$ cat config.mk
export PLATFORM = sky130hd
export DESIGN_NAME = dmem_port_arbiter
export DESIGN_NICKNAME = d
export VERILOG_FILES = /design/src/rtl/dmem_port_arbiter_pkg.sv /design/src/rtl/dmem_rsp_reg.sv /design/src/rtl/dmem_port_arbiter.sv
export SDC_FILE = /design/constraint.sdc
export NUM_CORES = 1
export LEC_CHECK = 0
export CAP_MARGIN = 0
export CELL_PAD_IN_SITES_DETAIL_PLACEMENT = 0
export CELL_PAD_IN_SITES_GLOBAL_PLACEMENT = 1
export CORE_MARGIN = 1
export CORE_UTILIZATION = 20
export CTS_BUF_LIST = sky130_fd_sc_hd__clkbuf_16
export DETAILED_ROUTE_END_ITERATION = 12
export PLACE_DENSITY_LB_ADDON = 0.1
export SYNTH_ARGS = -nofsm -noshare
export SYNTH_HDL_FRONTEND = slang
export SYNTH_HIERARCHICAL = 1
export SYNTH_SLANG_ARGS = --single-unit
export TNS_END_PERCENT = 50
$ cat constraint.sdc
create_clock -name clk -period 1.7 [get_ports clk]
set_input_delay 0.255 -clock clk [delete_from_list [all_inputs] [get_ports clk]]
set_output_delay 0.255 -clock clk [all_outputs]
set_load 0.005 [all_outputs]
$ cat src/rtl/dmem_port_arbiter_pkg.sv
// Shared definitions for the data-memory port arbiter: func3 codes, arbiter
// states and the access alignment rule.
package dmem_port_arbiter_pkg;

  localparam logic [2:0] F3_B  = 3'b000;
  localparam logic [2:0] F3_H  = 3'b001;
  localparam logic [2:0] F3_W  = 3'b010;
  localparam logic [2:0] F3_BU = 3'b100;
  localparam logic [2:0] F3_HU = 3'b101;

  typedef enum logic {
    ST_SHARED     = 1'b0,
    ST_DBG_LOCKED = 1'b1
  } arb_state_e;

  // Only the two low address bits matter: halves need bit 0 clear, words both.
  function automatic logic is_misaligned(input logic [2:0] f3, input logic [1:0] addr_lo);
    is_misaligned = ((f3[1:0] == F3_H[1:0]) && addr_lo[0]) ||
                    ((f3[1:0] == F3_W[1:0]) && (addr_lo != 2'b00));
  endfunction

endpackage

$ cat src/rtl/dmem_rsp_reg.sv
// One-cycle response register for a single master: captures grant, error and
// load data so the response appears the cycle after the grant.
module dmem_rsp_reg (
  input  logic        clk,
  input  logic        rst,
  input  logic        i_gnt,
  input  logic        i_misaligned,
  input  logic        i_load,
  input  logic [31:0] i_mem_data,
  output logic        o_valid,
  output logic        o_err,
  output logic [31:0] o_data
);

  logic        r_valid;
  logic        r_err;
  logic [31:0] r_data;

  always_ff @(posedge clk or posedge rst) begin
    if (rst) begin
      r_valid <= 1'b0;
      r_err   <= 1'b0;
      r_data  <= '0;
    end else begin
      r_valid <= i_gnt;
      r_err   <= i_gnt & i_misaligned;
      // Stores and faulted loads return zero data.
      r_data  <= (i_gnt & i_load & ~i_misaligned) ? i_mem_data : '0;
    end
  end

  assign o_valid = r_valid;
  assign o_err   = r_err;
  assign o_data  = r_data;

endmodule

$ cat src/rtl/dmem_port_arbiter.sv
// Two-master arbiter for the single-port data memory: core has priority, the
// debug master gets a starvation-bounded grant and can lock the port for bursts.
module dmem_port_arbiter
  import dmem_port_arbiter_pkg::*;
#(
  parameter int MAX_WAIT = 8,
  parameter int CNT_W    = 8
) (
  input  logic        clk,
  input  logic        rst,
  input  logic        coreReq_I,
  input  logic        coreWe_I,
  input  logic [31:0] coreAddr_I,
  input  logic [31:0] coreWrData_I,
  input  logic [2:0]  coreFunc3_I,
  output logic        coreGnt_O,
  output logic        coreStall_O,
  output logic        coreRspValid_O,
  output logic [31:0] coreRdData_O,
  output logic        coreErr_O,
  input  logic        dbgReq_I,
  input  logic        dbgWe_I,
  input  logic [31:0] dbgAddr_I,
  input  logic [31:0] dbgWrData_I,
  input  logic [2:0]  dbgFunc3_I,
  input  logic        dbgLock_I,
  output logic        dbgGnt_O,
  output logic        dbgRspValid_O,
  output logic [31:0] dbgRdData_O,
  output logic        dbgErr_O,
  output logic [31:0] memAddr_O,
  output logic [31:0] memWrData_O,
  output logic [2:0]  memSel_O,
  output logic        memReadEn_O,
  output logic        memWriteEn_O,
  input  logic [31:0] memRdData_I
);

  arb_state_e       r_state;
  arb_state_e       w_state_next;
  logic [CNT_W-1:0] r_wait_cnt;
  logic [CNT_W-1:0] w_wait_cnt_next;
  logic             w_wait_full;
  logic             w_core_gnt;
  logic             w_dbg_gnt;
  logic             w_core_mis;
  logic             w_dbg_mis;
  logic             w_sel_valid;
  logic             w_sel_we;
  logic             w_sel_mis;

  assign w_wait_full = (r_wait_cnt == CNT_W'(MAX_WAIT));
  assign w_core_mis  = is_misaligned(coreFunc3_I, coreAddr_I[1:0]);
  assign w_dbg_mis   = is_misaligned(dbgFunc3_I, dbgAddr_I[1:0]);

  always_ff @(posedge clk or posedge rst) begin
    if (rst) begin
      r_state    <= ST_SHARED;
      r_wait_cnt <= '0;
    end else begin
      r_state    <= w_state_next;
      r_wait_cnt <= w_wait_cnt_next;
    end
  end

  always_comb begin
    w_state_next = r_state;
    case (r_state)
      ST_SHARED:     if (w_dbg_gnt && dbgLock_I) w_state_next = ST_DBG_LOCKED;
      ST_DBG_LOCKED: if ((w_dbg_gnt && !dbgLock_I) || !dbgReq_I) w_state_next = ST_SHARED;
    endcase
  end

  // Grant decode; core loses priority only once dbg has waited MAX_WAIT cycles.
  always_comb begin
    w_core_gnt = 1'b0;
    w_dbg_gnt  = 1'b0;
    if (r_state == ST_DBG_LOCKED) begin
      w_dbg_gnt = dbgReq_I;
    end else if (coreReq_I && !(dbgReq_I && w_wait_full)) begin
      w_core_gnt = 1'b1;
    end else begin
      w_dbg_gnt = dbgReq_I;
    end
  end

  always_comb begin
    if (!dbgReq_I || w_dbg_gnt) begin
      w_wait_cnt_next = '0;
    end else if (w_wait_full) begin
      w_wait_cnt_next = r_wait_cnt;
    end else begin
      w_wait_cnt_next = r_wait_cnt + 1'b1;
    end
  end

  always_comb begin
    w_sel_valid = 1'b0;
    w_sel_we    = 1'b0;
    w_sel_mis   = 1'b0;
    memAddr_O   = '0;
    memWrData_O = '0;
    memSel_O    = '0;
    if (w_core_gnt) begin
      w_sel_valid = 1'b1;
      w_sel_we    = coreWe_I;
      w_sel_mis   = w_core_mis;
      memAddr_O   = coreAddr_I;
      memWrData_O = coreWrData_I;
      memSel_O    = coreFunc3_I;
    end else if (w_dbg_gnt) begin
      w_sel_valid = 1'b1;
      w_sel_we    = dbgWe_I;
      w_sel_mis   = w_dbg_mis;
      memAddr_O   = dbgAddr_I;
      memWrData_O = dbgWrData_I;
      memSel_O    = dbgFunc3_I;
    end
  end

  assign memReadEn_O  = w_sel_valid & ~w_sel_we & ~w_sel_mis & ~rst;
  assign memWriteEn_O = w_sel_valid &  w_sel_we & ~w_sel_mis & ~rst;

  assign coreGnt_O   = w_core_gnt;
  assign dbgGnt_O    = w_dbg_gnt;
  assign coreStall_O = coreReq_I & ~w_core_gnt;

  dmem_rsp_reg u_core_rsp (
    .clk          (clk),
    .rst          (rst),
    .i_gnt        (w_core_gnt),
    .i_misaligned (w_core_mis),
    .i_load       (~coreWe_I),
    .i_mem_data   (memRdData_I),
    .o_valid      (coreRspValid_O),
    .o_err        (coreErr_O),
    .o_data       (coreRdData_O)
  );

  dmem_rsp_reg u_dbg_rsp (
    .clk          (clk),
    .rst          (rst),
    .i_gnt        (w_dbg_gnt),
    .i_misaligned (w_dbg_mis),
    .i_load       (~dbgWe_I),
    .i_mem_data   (memRdData_I),
    .o_valid      (dbgRspValid_O),
    .o_err        (dbgErr_O),
    .o_data       (dbgRdData_O)
  );

endmodule

==> impl_results.md <==
* Worst Setup End Kind: output port
* Run status: finished, violations left
* Post-Route WL at 19,190 um
* DRT antenna net count at 0
* Max clock buf depth at 2
* Buffers on Ports at around 310
* Startpoint types: flop
* Die ar. at roughly 0.020 mm2
* Net Count, Synth at around 610
* Synth-to-layout area growth at 121.5%
* Vias per cell at 4.393
* Distinct cells, synth at 26
* Pins over their slew limit at 0
* Worst path cell trace: nor4b_4 > a41oi_4 > buf_12 > buf_12 > buf_8 > clkbuf_16 > nand2_2 > o21ai_2 > buf_2
* Final #Nets at approximately 950
* FMAX at 0.4232 GHz
* Max-cap violations at 0
* Finished Layout Cells at 1,050
* CP Data Arrival Time at approximately 2.1 ns
* Synth warn at 6
* DR WL/cell at between 15 and 20 um
* First-pass GRT wire length at 28,010 um
* Chip width at ~140 um
* Final period utilization at 1.390
* Share of cells above drive strength 1 at 0.3418
* Required time of the critical path at around 1.4 ns
* Avg Inst Size Synth at slightly above 9 um2
* Class of the worst hold path: input pin to asynchronous set/reset pin
* Peak supply drop at between 300 and 400 uV
* Initial antenna violation count at 1
* Skew-Pair Late Insertion Delay at approximately 0.33 ns
* CTS Buf Count at 9
* Commonest non-fill, non-tap cell in the layout: clkdlybuf4s50_1
* RSZ-0062 raised after global routing: true
* Least-Margin Pin Slew at around 0.4 ns
* R2r startpoint: r_wait_cnt[7]$_DFFE_PP0P_
* Design Area, Final at roughly 0.0088 mm2
* Violation count after the first detailed-routing iteration at between 100 and 150
* Worst-path clk slew at approximately 0.060 ns
* Failing checks: negative setup slack
* Most frequent cells in the layout: 239 x clkdlybuf4s50_1, 80 x nand2_1, 77 x dfrtp_1
* Crit-path max FO at 7
* Initial Util at 0.2039
* Register bit total from synthesis at 77
* GR Util All Layers at 0.1851
* Setup-failing EPs final at roughly 150
* Critical path type: flop to output port
* Dpl cell area at ~0.0076 mm2
* Post-synthesis instance total at roughly 440
* Setup TNS at -59.83 ns
* Routability congestion estimate at 0.8128
* GRT overflow at 0
* Hold Vio Cnt, Final at 0
* Clk_skew at ~0.0056 ns
* Final worst setup slack at -0.6631 ns
* Largest net degree at the start of global routing at 40
* Leak at between 4 and 5 nW
* Inst Count DP at roughly 1,000
* Worst Setup SP: r_wait_cnt[7]$_DFFE_PP0P_
* DR pass1 iterations at 4
* CTS tree: built
* Number of global-route vias before repair at 4,692
* Util after Layout at 0.4515
* Hold_ws at between 0.4 and 0.5 ns
* Slowest-stage cell, CP: dfrtp_1
* Die Ht at ~140 um
* Crit-path most repeated cell: buf_12
* H-tree levels at 3
* Relative slew slack at 0.7355
* Cell area power density at 662.5 mW/mm2
* Root Buffer: clkbuf_16
* Final worst path period need at 2.363 ns
* Number of hold buffers added after cts at 0
* Clock Sinks at 77
* Core region area at ~0.02 mm2
* Via count at 4,613
* Mapped Area at roughly 0.0040 mm2
* Register area share after synthesis at 0.4857
* DRC Markers at 0
* Slowest Stage Delay on Critical Path at a little over 0.4 ns
* Ports at between 300 and 400
* Final HPWL DP at approximately 14,000 um
* Row Count at 51
## power by group
group	total [mW]	switching [mW]	internal, mW
clock	2.15	0.727	1.43
sequential	1.91	0.0163	1.89
combinational	1.76	0.739	1.02
total	5.82	1.48	4.34
## timing repair
item	CTS	global route
setup endpoints to repair	147	149
gates resized for setup	417	139
pin swaps	56	64
cloned	11	7
setup buffers	8	8
## cell type report
class                   instances  area (um2)
fillers                      1875       10680
repair buffers                372        3782
multi-input cells             310        2371
flip-flops and latches         77        1927
well taps                     265       331.6
clock buffers                   9       225.2
clock inverters                 7       113.9
inverters                       9       33.78
diodes                          1       2.502
## path summary, 6_finish.rpt
path / slack (ns) / cells past startpoint / to
worst max register to register: -0.41 / 9 / u_dbg_rsp/o_data[26]$_DFF_PP0_
worst min register to register: 0.56 / 2 / r_wait_cnt[0]$_DFFE_PP0P_
worst max-delay path: -0.66 / 9 / memWrData_O[6]
min in group clk: 0.50 / 2 / r_state$_DFF_PP0_
worst min-delay path: 0.46 / 3 / r_wait_cnt[5]$_DFFE_PP0P_
max in group asynchronous: 0.96 / 4 / u_core_rsp/o_data[4]$_DFF_PP0_
## routing by layer
metal,global-route usage,share of wire,vias up
met1,0.2141,0.39,2189
li1,-,-,2198
met5,0,0,-
met2,0.3189,0.50,201
met3,0.06003,0.085,25
met4,0.06621,0.026,0
## flip-flops by register name (all words and copies together), names as in the netlist
| name | cells |
|---|---|
| u_dbg_rsp/o_err | 1 |
| u_core_rsp/o_valid | 1 |
| u_core_rsp/o_data | 32 |
| u_core_rsp/o_err | 1 |
| u_dbg_rsp/o_data | 32 |
| u_dbg_rsp/o_valid | 1 |
| r_wait_cnt | 8 |
| r_state | 1 |
## critical path, delay by kind of cell, from the launching register on
| kind | cells | cell delay, ns |
|---|---|---|
| simple gates | 2 | 0.41 |
| compound gates | 2 | 0.22 |
| buf+inv | 5 | 0.73 |
| flops | 1 | 0.41 |
## Yosys cell counts
cell type | count | area share
a41oi_4 | 1 | 0.0069
nand2_1 | 135 | 0.13
buf_2 | 26 | 0.033
o2111ai_1 | 1 | 0.0022
buf_6 | 1 | 0.0028
and2_1 | 3 | 0.0047
nand3b_1 | 2 | 0.0038
and3b_1 | 1 | 0.0022
o21ai_1 | 2 | 0.0025
xor2_1 | 6 | 0.013
and4b_1 | 64 | 0.16
nand3_1 | 5 | 0.0063
o21ai_0 | 66 | 0.083
a21oi_1 | 3 | 0.0038
nand2b_1 | 1 | 0.0016
inv_1 | 9 | 0.0085
nor2_1 | 8 | 0.0076
ha_1 | 2 | 0.0063
clkbuf_1 | 14 | 0.013
nor2b_1 | 2 | 0.0032
nand4b_1 | 1 | 0.0022
nor4b_4 | 1 | 0.0060
and3_1 | 3 | 0.0047
dfrtp_1 | 77 | 0.49
xnor2_1 | 2 | 0.0044
nand4bb_1 | 1 | 0.0028
## through the flow
| step | setup slack, ns | total power [mW] |
|---|---|---|
| final | -0.6631 | 5.822 |
| after global routing | -0.7509 | 6.105 |
| after CTS | -0.7364 | 5.749 |
| after detailed placement | -0.7404 | 3.406 |
| after global placement | -0.7329 | 3.398 |
| after floorplan | 0.002304 | 2.359 |
## logic make-up after synthesis
family / Yosys count / share of synthesized area
compound gates: 73 / 0.09871
xor+xnor: 8 / 0.01766
fa+ha+maj: 2 / 0.006306
buf+inv: 50 / 0.05739
flops: 77 / 0.4857
simple gates: 227 / 0.3343
Note: power is estimated with default switching activity, not from simulation.
